`src/rtl/cache_plru_if.sv`:
```
// Access/update bus of the tree pseudo-LRU tracker.
// Carries lookup requests, MRU updates, the LRU result and the FSM debug state.
interface cache_plru_if #(
  parameter int SET_INDEX_WIDTH = 5,
  parameter int WAY_INDEX_WIDTH = 2
);
  // Handshake: the tracker has no back-pressure. access_i=1 in READY samples set_i
  // this cycle and lru_way_o is valid from the next cycle. update_mru=1 in READY
  // writes the latched set at the edge. Both are ignored while init_done_o=0.
  logic                       access_i;
  logic [SET_INDEX_WIDTH-1:0] set_i;
  logic                       update_mru;
  logic [WAY_INDEX_WIDTH-1:0] new_mru_way;
  logic [WAY_INDEX_WIDTH-1:0] lru_way_o;
  logic                       init_done_o;
  logic                       state_dbg;

  modport master (
    output access_i, set_i, update_mru, new_mru_way,
    input  lru_way_o, init_done_o, state_dbg
  );

  modport slave (
    input  access_i, set_i, update_mru, new_mru_way,
    output lru_way_o, init_done_o, state_dbg
  );
endinterface

```
`src/rtl/cache_plru.sv`:
```
// Tree pseudo-LRU tracker: NUM_WAYS-1 heap-ordered bits per set, post-reset array sweep.
// Optional same-set write-to-read forwarding is enabled by defining CACHE_PLRU_BYPASS_EN.
module cache_plru #(
  parameter int NUM_SETS        = 32,
  parameter int SET_INDEX_WIDTH = 5,
  parameter int NUM_WAYS        = 4,
  parameter int WAY_INDEX_WIDTH = 2
) (
  input logic        clk,
  input logic        reset,
  cache_plru_if.slave bus
);
  localparam int TREE_W = NUM_WAYS - 1;

  typedef logic [TREE_W-1:0] tree_t;
  typedef enum logic {ST_INIT = 1'b0, ST_READY = 1'b1} state_t;

  state_t                     state;
  logic [SET_INDEX_WIDTH-1:0] init_cnt;
  logic                       init_done;
  logic [SET_INDEX_WIDTH-1:0] latched_set;
  tree_t                      latched_bits;
  tree_t                      mem [NUM_SETS];

  tree_t rd_bits;
  tree_t new_bits;
  tree_t latch_next;
  logic  rd_fire;
  logic  upd_fire;

  // Walk from the root; each bit names the subtree holding the LRU leaf.
  function automatic logic [WAY_INDEX_WIDTH-1:0] tree_lookup(input tree_t bits);
    logic [WAY_INDEX_WIDTH-1:0] way;
    logic                       b;
    int                         node;
    way  = '0;
    node = 0;
    for (int d = 0; d < WAY_INDEX_WIDTH; d++) begin
      b = 1'b0;
      for (int k = 0; k < TREE_W; k++) begin
        if (k == node) b = bits[k];
      end
      way[WAY_INDEX_WIDTH-1-d] = b;
      node = 2 * node + 1 + int'(b);
    end
    return way;
  endfunction

  // Point every node on the path to way w away from w; off-path nodes keep their value.
  function automatic tree_t tree_update(input tree_t bits,
                                        input logic [WAY_INDEX_WIDTH-1:0] w);
    tree_t res;
    logic  dir;
    int    node;
    res  = bits;
    node = 0;
    for (int d = 0; d < WAY_INDEX_WIDTH; d++) begin
      dir = w[WAY_INDEX_WIDTH-1-d];
      for (int k = 0; k < TREE_W; k++) begin
        if (k == node) res[k] = ~dir;
      end
      node = 2 * node + 1 + int'(dir);
    end
    return res;
  endfunction

  assign rd_fire  = (state == ST_READY) && bus.access_i;
  assign upd_fire = (state == ST_READY) && bus.update_mru;
  assign rd_bits  = mem[bus.set_i];
  assign new_bits = tree_update(latched_bits, bus.new_mru_way);

  always_comb begin
    latch_next = latched_bits;
    if (rd_fire) latch_next = rd_bits;
`ifdef CACHE_PLRU_BYPASS_EN
    // A write to the set being read (or held) must be visible in the latched copy.
    if (upd_fire && (!rd_fire || (bus.set_i == latched_set))) latch_next = new_bits;
`else
    // Without forwarding the latched copy only ever comes from the array.
    latch_next = latch_next;
`endif
  end

  always_ff @(posedge clk) begin
    if (reset) begin
      state        <= ST_INIT;
      init_cnt     <= '0;
      init_done    <= 1'b0;
      latched_set  <= '0;
      latched_bits <= '0;
    end else begin
      case (state)
        ST_INIT: begin
          init_cnt <= init_cnt + 1'b1;
          if (init_cnt == SET_INDEX_WIDTH'(NUM_SETS - 1)) begin
            state     <= ST_READY;
            init_done <= 1'b1;
          end
        end
        ST_READY: begin
          latched_bits <= latch_next;
          if (bus.access_i) latched_set <= bus.set_i;
        end
        default: state <= ST_INIT;
      endcase
    end
  end

  // Array writes: the sweep owns the array until READY, then MRU updates hit the latched set.
  always_ff @(posedge clk) begin
    if (!reset) begin
      if (state == ST_INIT) begin
        mem[init_cnt] <= '0;
      end else if (upd_fire) begin
        mem[latched_set] <= new_bits;
      end
    end
  end

  assign bus.lru_way_o   = tree_lookup(latched_bits);
  assign bus.init_done_o = init_done;
  assign bus.state_dbg   = state;
endmodule

```
`src/flat_wrapper.sv`:
```
// flat-port wrapper written by rule: the top's interface ports become plain ports
module cache_plru_flat 
#(
  parameter int NUM_SETS        = 32,
  parameter int SET_INDEX_WIDTH = 5,
  parameter int NUM_WAYS        = 4,
  parameter int WAY_INDEX_WIDTH = 2
)
  (clk, reset, bus_access_i, bus_set_i, bus_update_mru, bus_new_mru_way, bus_lru_way_o, bus_init_done_o, bus_state_dbg);
  cache_plru_if #(.SET_INDEX_WIDTH(SET_INDEX_WIDTH), .WAY_INDEX_WIDTH(WAY_INDEX_WIDTH)) bus_i ();
  input logic clk;
  input logic reset;
  input wire logic [$bits(bus_i.access_i)-1:0] bus_access_i;
  input wire logic [$bits(bus_i.set_i)-1:0] bus_set_i;
  input wire logic [$bits(bus_i.update_mru)-1:0] bus_update_mru;
  input wire logic [$bits(bus_i.new_mru_way)-1:0] bus_new_mru_way;
  output wire logic [$bits(bus_i.lru_way_o)-1:0] bus_lru_way_o;
  output wire logic [$bits(bus_i.init_done_o)-1:0] bus_init_done_o;
  output wire logic [$bits(bus_i.state_dbg)-1:0] bus_state_dbg;
  assign bus_i.access_i = bus_access_i;
  assign bus_i.set_i = bus_set_i;
  assign bus_i.update_mru = bus_update_mru;
  assign bus_i.new_mru_way = bus_new_mru_way;
  assign bus_lru_way_o = bus_i.lru_way_o;
  assign bus_init_done_o = bus_i.init_done_o;
  assign bus_state_dbg = bus_i.state_dbg;
  cache_plru #(.NUM_SETS(NUM_SETS), .SET_INDEX_WIDTH(SET_INDEX_WIDTH), .NUM_WAYS(NUM_WAYS), .WAY_INDEX_WIDTH(WAY_INDEX_WIDTH)) u_core (.clk(clk), .reset(reset), .bus(bus_i));
endmodule
```
`config.mk`:
```
export PLATFORM = sky130hd
export DESIGN_NAME = cache_plru_flat
export DESIGN_NICKNAME = d
export VERILOG_FILES = /design/src/rtl/cache_plru_if.sv /design/src/rtl/cache_plru.sv /design/src/flat_wrapper.sv
export SDC_FILE = /design/constraint.sdc
export NUM_CORES = 1
export LEC_CHECK = 0
export ABC_AREA = 1
export CAP_MARGIN = 20
export CORE_AREA = 2 2 95 97
export DETAILED_ROUTE_END_ITERATION = 16
export DIE_AREA = 0 0 97 99
export PLACE_DENSITY = 0.76
export SLEW_MARGIN = 20
export SYNTH_ARGS = -nofsm -noshare
export SYNTH_HDL_FRONTEND = slang
export SYNTH_SLANG_ARGS = --single-unit
```
`constraint.sdc`:
```
create_clock -name clk -period 2.6 [get_ports clk]
set_input_delay 0.65 -clock clk [delete_from_list [all_inputs] [get_ports clk]]
set_output_delay 0.65 -clock clk [all_outputs]
set_load 0.02 [all_outputs]
```
==> run_results.csv, run 1 <==
group,metric,value,unit
place,postPlaceCellArea,5330,sq um
sta,clock_skew,8.10,ps
place,dpl.hpwl,6780,um
cts,cts_tree,"built",
sta,max_freq,0.434,GHz
sta,final.min_clock_period,2310,ps
cts,root_buffer,"clkbuf_8",
floorplanning,die_h,99,um
setup_path,critPathKind,"in -> reg",
min_path,min_to,"u_core.bus.init_done_o",
pwr,p_comb_share,7.1,%
grt,antenna_found_initial,0,
setup_path,cp-start-kind,"primary input",
synth,ys.flop_type,"edfxtp_1",
cells_and_area,design_area,5510,sq um
pwr,peakVddDrop,336,uV
pwr,p_leak,2.33,nW
cells_and_area,fin_nets,565,
routing,ant_nets,0,
sta,finalCritPeriodShare,88.7,%
place,port_buffers,14,
pwr,p_total,0.00310,W
cells_and_area,multiInputGateArea,1430,sq um
routing,vias,3568,
sta,worst-slew-pin-transition,781,ps
synth,synth.most_common_cell,"nand2_1",
routing,wl_per_cell,15.4,um
min_path,worstHoldStart,"u_core.bus.init_done_o",
routing,drt_first_iter_violations,232,
floorplanning,core,8550,sq um
routing,dr.pass1.iters,5,
cells_and_area,fillers,711,
min_path,min_path_cells,2,
sta,timing.final.max_slew_violations,0,
synth,synthCells,532,
synth,synth_fp_nets,545,
setup_path,cp.depth,8,
grt,grtUsageTotal,22.6,%
cells_and_area,area_growth,9.99,%
cts,cts-hold-fix-buffers,0,
cts,path_clk_slew,100,ps
floorplanning,start_util,58.6,%
run,cap_violations,0,
setup_path,crit_chain,"clkdlybuf4s50_1 > nor3_4 > inv_2 > nand2_1 > o21ai_2 > inv_1 > nand3_2 > nor2_1",
synth,syn_area_per_cell,9.42,sq um
setup_path,reg2reg_slack,630,ps
setup_path,arrival,2350,ps
setup_path,reg2reg_to,"u_core.mem[25][0]",
setup_path,path_delay_family,"simple AND/OR/NAND/NOR gates",
setup_path,critPathCaptureType,"register",
pwr,clkPwrFrac,30.7,%
sta,final-hold-violation-count,0,
setup_path,crit_slowest_cell,"clkdlybuf4s50_1",
cts,cts.path.max_buffers,2,
sta,tns,0,ps
setup_path,r2r-start,"u_core.bus.state_dbg",
min_path,worstHoldPathType,"reg -> reg",
synth,synth-seq-cells,111,
setup_path,critPathMaxFanout,10,
routing,wirelength,10200,um
pwr,p_per_area,562,nW/um^2
cts,cts_resized,0,
cells_and_area,antennaDiodeCount,0,
cts,htree_levels,3,
floorplanning,fp-row-count,34,
setup_path,cp.required,2650,ps
pwr,power.internal,0.00237,W
setup_path,critPathMaxStageDelay,460,ps
floorplanning,die_area,9600,sq um
grt,grt_first_pass_wirelength,16600,um
pwr,switching_share,23.5,%
sta,slew_headroom,47.8,%
routing,drc_errors,0,
cts,cts_setup_buffers,0,
routing,avgViaCountPerCell,5.37,
synth,syn_area,5010,sq um
pwr,switchingPower,0.000728,W
synth,synth_top_area_share,57.5,%
cts,insertion_delay,370,ps
floorplanning,io_pins,15,
synth,synth_commonest_cells,"165 x nand2_1, 96 x edfxtp_1, 72 x inv_1, 63 x nand3_1, 54 x nor2_1",
floorplanning,die_w,97,um
synth,synth_edf_count,96,
cts,clock-sinks,111,
pwr,seqPwrFrac,62.1,%
cells_and_area,regArea,3180,sq um
synth,yosys.area.top_type,"edfxtp_1",
status,status,"finished clean",
sta,finalSetupViolCount,0,
setup_path,path_buf_inv,3,
setup_path,r2r_cells,8,
cells_and_area,drive_above_1_share,8.80,%
synth,synth_cell_type_count,27,
grt,grt_max_degree,49,
grt,grt_pass1_vias,3428,
synth,async_reset_ff_share,0,%
synth,ys_seq_area_share,63.5,%
place,gp_congestion,0.918,
grt,grt_overflow,0,
synth,yosys_warnings,0,
cts,cts_buffers,9,
sta,rsz0062_at_grt,"false",
synth,synth_area_leaders,"edfxtp_1 58%, nand2_1 12%, nand3_1 6.3%, dfxtp_1 6.0%, inv_1 5.4%",
-- layer usage --
layer	vias to the layer above	global-route usage, %	wire, um
li1	1750	-	-
met1	1643	29.4	4190
met2	151	37.4	5000
met3	24	4.33	762
met4	0	9.75	295
met5	-	0	0
-- worst register-to-register path, stage by stage, from the launching register on --
cell and delay, ps:
dfxtp_1 380, inv_4 70, nor3_4 200, inv_2 130, nand2_1 100, o21ai_2 80
inv_1 110, nand3_2 220, nor2_1 350
-- worst max-delay path by stage --
stage              startpoint           endpoint  slack (ps)
6_report                reset  u_core.mem[25][0]         290
4_1_cts                 reset  u_core.mem[25][0]         280
3_3_place_gp            reset   u_core.mem[7][1]          -2
2_1_floorplan           reset   u_core.mem[0][0]         270
3_5_place_dp            reset  u_core.mem[25][2]        -100
5_1_grt        bus_update_mru  u_core.mem[30][0]         170
-- layout make-up --
cell class | count | area share (%)
Sequential cell | 111 | 57.7
Multi-Input combinational cell | 324 | 26.0
Timing Repair Buffer | 31 | 5.31
Inverter | 75 | 5.15
Clock buffer | 10 | 2.50
Tap cell | 108 | 2.45
Clock inverter | 6 | 0.840
-- sequential cells by signal (all words and copies together), names as in the netlist --
| signal | cells |
|---|---|
| u_core.latched_set | 5 |
| u_core.bus.state_dbg | 1 |
| u_core.mem | 96 |
| u_core.bus.init_done_o | 1 |
| u_core.init_cnt | 5 |
| u_core.latched_bits | 3 |
-- power groups by stage --
| stage | logic, W | registers, W | clock network [W] |
|---|---|---|---|
| after detailed placement | 0.000218 | 0.00197 | 0 |
| after global routing | 0.000245 | 0.00193 | 0.00104 |
| after floorplan | 0.000142 | 0.00196 | 0 |
| final | 0.000222 | 0.00193 | 0.000953 |
| after CTS | 0.000220 | 0.00193 | 0.000958 |
| after global placement | 0.000213 | 0.00197 | 0 |
-- logic make-up after synthesis --
logic type	count (synthesis)	share of synthesized area, %
adder cells (fa/ha/maj)	2	0.499
buffers and inverters	97	7.89
AO/OA/AOI/OAI	26	3.15
multiplexers	1	0.225
flip-flops	111	63.5
AND/OR/NAND/NOR	295	24.7
-- stage by stage --
step                      hold WS [ps]  worst slack, ps  utilization [%]  std cells
final                              498              295             64.5        665
after global routing               515              172             64.5        665
after CTS                          493              284             64.5        665
after detailed placement           468             -101             62.3        649
after global placement             454            -2.43             62.3        649
after floorplan                    451              266                -        532
-- cell usage in the layout (no fill, tap or decap) --
| cell | netlist | final |
|---|---|---|
| nor3_1 | 4 | 4 |
| o21ai_4 | 1 | 1 |
| mux2_2 | 1 | 1 |
| nand3_1 | 63 | 63 |
| nor3b_1 | 1 | 1 |
| o21ai_0 | 11 | 11 |
| nand4_1 | 1 | 1 |
| or2_2 | 1 | 1 |
| nor3_4 | 1 | 1 |
| dfxtp_1 | 15 | 15 |
| nor2_1 | 54 | 54 |
| edfxtp_1 | 96 | 96 |
| clkinvlp_4 | 0 | 2 |
| clkbuf_8 | 0 | 10 |
| buf_4 | 1 | 15 |
| ha_1 | 2 | 2 |
| inv_1 | 72 | 72 |
| clkinv_2 | 0 | 1 |
| inv_2 | 2 | 2 |
| a21oi_1 | 9 | 9 |
| clkdlybuf4s50_1 | 0 | 14 |
| clkinv_4 | 0 | 3 |
| nand3_2 | 4 | 4 |
| nand2_1 | 165 | 165 |
| inv_4 | 1 | 1 |
| o21ai_2 | 4 | 4 |
| nor2_2 | 1 | 1 |
| buf_12 | 0 | 2 |
| a31oi_1 | 1 | 1 |
Power figures use the tool's default switching activity.
==> run 2: changes to the inputs <==
--- a/config.mk
+++ b/config.mk
@@ -10,6 +10,7 @@
 export CORE_AREA = 2 2 95 97
 export DETAILED_ROUTE_END_ITERATION = 16
 export DIE_AREA = 0 0 97 99
+export HOLD_SLACK_MARGIN = 0.03
 export PLACE_DENSITY = 0.76
 export SLEW_MARGIN = 20
 export SYNTH_ARGS = -nofsm -noshare
==> results of run 2 <==
Same layout as run 1: the final DEF is identical, and so are final timing and power.
==> run 3: changes to the inputs <==
--- a/config.mk
+++ b/config.mk
@@ -5,11 +5,10 @@
 export SDC_FILE = /design/constraint.sdc
 export NUM_CORES = 1
 export LEC_CHECK = 0
-export ABC_AREA = 1
 export CAP_MARGIN = 20
-export CORE_AREA = 2 2 95 97
+export CORE_AREA = 2 2 92 94
 export DETAILED_ROUTE_END_ITERATION = 16
-export DIE_AREA = 0 0 97 99
+export DIE_AREA = 0 0 94 96
 export HOLD_SLACK_MARGIN = 0.03
 export PLACE_DENSITY = 0.76
 export SLEW_MARGIN = 20
==> run 3 against run 2 <==
- maximum frequency is 1.3% lower
- utilization grew 0.27 points
- clock-buffer cell count is 1 lower
- synthesized area fell by 6.6%
- synthesized cell count shrank 42%
- combinational power fell by 28%
- global-route usage is 0.50 points higher
==> run_results.csv, run 3 <==
group,metric,value,unit
cts,cts_buffers,9,
cells_and_area,drive_above_1_share,13.6,%
cts,htree_levels,3,
setup_path,cp.required,1950,ps
cts,cts_setup_buffers,0,
synth,synth_cell_type_count,35,
cts,cts_resized,0,
routing,wirelength,9460,um
grt,grt_max_degree,34,
cells_and_area,design_area,5210,sq um
floorplanning,die_h,96,um
setup_path,reg2reg_slack,440,ps
cells_and_area,post-route-util,64.7,%
sta,clock_skew,8.79,ps
pwr,p_comb_share,5.2,%
cells_and_area,area_growth,11.3,%
min_path,worstHoldPathType,"reg -> reg",
floorplanning,fp-row-count,33,
synth,synth_edf_count,96,
cts,root_buffer,"clkbuf_8",
routing,wl_per_cell,21.3,um
cts,path_clk_slew,100,ps
grt,grt_pass1_vias,2748,
setup_path,r2r_cells,5,
sta,finalSetupViolCount,0,
pwr,seqPwrFrac,63.4,%
grt,grtUsageTotal,23.1,%
cells_and_area,layout_common_cells,"96 x edfxtp_1, 47 x nor2_1, 30 x mux2i_1",
sta,final.min_clock_period,2340,ps
pwr,switching_share,22.6,%
sta,slew_headroom,60.0,%
sta,worst-slew-pin-transition,599,ps
cells_and_area,antennaDiodeCount,0,
cells_and_area,fin_nets,347,
synth,yosys_warnings,0,
floorplanning,start_util,58.2,%
synth,ys.flop_type,"edfxtp_1",
cells_and_area,largest-register,"u_core.mem",
setup_path,cp-start-kind,"register",
cts,cts.path.max_buffers,2,
pwr,p_total,0.00304,W
run,cap_violations,0,
setup_path,arrival,1690,ps
cts,clock-sinks,111,
sta,rsz0062_at_grt,"false",
synth,synth-seq-cells,111,
synth,synth_area_leaders,"edfxtp_1 62%, dfxtp_1 6.4%, mux2i_1 6.4%, mux4_1 3.9%, nor2_1 3.8%",
sta,max_freq,0.428,GHz
synth,ys_seq_area_share,68.0,%
setup_path,reg2reg_to,"u_core.mem[21][1]",
cells_and_area,regArea,3180,sq um
cells_and_area,multiInputGateArea,1390,sq um
pwr,switchingPower,0.000688,W
place,gp_congestion,0.937,
pwr,clkPwrFrac,31.4,%
pwr,power.internal,0.00235,W
routing,ant_nets,0,
cts,cts-hold-fix-buffers,0,
pwr,p_per_area,584,nW/um^2
floorplanning,die_w,94,um
cells_and_area,fillers,604,
sta,final-hold-violation-count,0,
routing,avgViaCountPerCell,6.19,
grt,antenna_found_initial,0,
setup_path,crit_end,"bus_lru_way_o[0]",
synth,synth.most_common_cell,"edfxtp_1",
setup_path,crit_start,"u_core.latched_bits[0]",
grt,grt_first_pass_wirelength,14800,um
synth,yosys.area.top_type,"edfxtp_1",
place,port_buffers,14,
setup_path,r2r-start,"u_core.bus.state_dbg",
synth,synth_commonest_cells,"96 x edfxtp_1, 47 x nor2_1, 30 x mux2i_1, 17 x nand2_1, 17 x nand3_1",
routing,drt_first_iter_violations,220,
floorplanning,core,8050,sq um
setup_path,critPathCaptureType,"output pin",
sta,timing.final.max_slew_violations,0,
pwr,peakVddDrop,457,uV
routing,dr.pass1.iters,6,
place,postPlaceCellArea,5030,sq um
synth,synth_fp_nets,323,
floorplanning,io_pins,15,
routing,vias,2748,
cts,insertion_delay,370,ps
synth,synthCells,310,
synth,synth_top_area_share,61.6,%
floorplanning,die_area,9020,sq um
synth,syn_area,4680,sq um
place,dpl.hpwl,6420,um
synth,syn_area_per_cell,15.1,sq um
synth,async_reset_ff_share,0,%
routing,drc_errors,0,
pwr,p_leak,1.58,nW
cts,cts_tree,"built",
sta,finalCritPeriodShare,89.9,%
sta,tns,0,ps
cells_and_area,reg.largest.list,"u_core.mem x96, u_core.init_cnt x5, u_core.latched_set x5",
setup_path,critPathKind,"reg -> out",
setup_path,critPathMaxFanout,3,
cells_and_area,layout_commonest_cell,"edfxtp_1",
status,status,"finished clean",
cells_and_area,largest_register_ffs,96,
grt,grt_overflow,0,
## run 3: through the flow
stage	hold WS (ps)	worst slack, ps	std cells
floorplan	445	253	310
global placement	452	-29.5	428
detailed placement	462	-80.3	428
CTS	478	260	444
global route	498	192	444
finish	478	264	444
## run 3: logic make-up after synthesis
family | after synthesis | share of synthesized area [%]
flip-flops | 111 | 68.0
XOR/XNOR | 3 | 0.561
buffers and inverters | 16 | 2.35
AO/OA/AOI/OAI | 35 | 5.61
multiplexers | 47 | 13.9
AND/OR/NAND/NOR | 96 | 9.01
adder cells (fa/ha/maj) | 2 | 0.534
## run 3: how the worst min path moves through the flow
stage                             endpoint  cells past startpoint              startpoint
floorplan            u_core.latched_set[1]                      2   u_core.latched_set[1]
global placement     u_core.latched_set[1]                      2   u_core.latched_set[1]
global route         u_core.latched_set[1]                      2   u_core.latched_set[1]
CTS                  u_core.latched_set[0]                      2   u_core.latched_set[0]
detailed placement  u_core.bus.init_done_o                      2  u_core.bus.init_done_o
finish               u_core.latched_set[0]                      2   u_core.latched_set[0]
## run 3: per-layer routing
layer | GRT usage (%) | part of all wire (%) | wire, um | vias up
met5 | 0 | 0 | 0 | -
met4 | 11.6 | 3.0 | 283 | 0
met3 | 5.72 | 7.9 | 747 | 26
met2 | 35.5 | 47 | 4470 | 129
met1 | 31.0 | 42 | 3960 | 1350
li1 | - | - | - | 1243
## run 3: power by group through the flow
stage | combinational (W) | sequential, W | clock [W]
6_report | 0.000159 | 0.00193 | 0.000954
5_1_grt | 0.000170 | 0.00193 | 0.00104
4_1_cts | 0.000158 | 0.00193 | 0.000975
3_5_place_dp | 0.000158 | 0.00197 | 0
3_3_place_gp | 0.000154 | 0.00197 | 0
2_1_floorplan | 0.000100 | 0.00197 | 0
## run 3: area by class of cell
type | count | area share (%)
well taps | 105 | 2.52
flip-flops and latches | 111 | 61.1
clock inverters | 7 | 1.18
inverters | 1 | 0.0720
multi-input cells | 183 | 26.7
repair buffers | 28 | 6.05
clock buffers | 9 | 2.38
## run 3: worst max-delay path: stages (launching register included)
cell,delay (ps)
dfxtp_1,410
mux2_2,360
clkdlybuf4s50_1,540
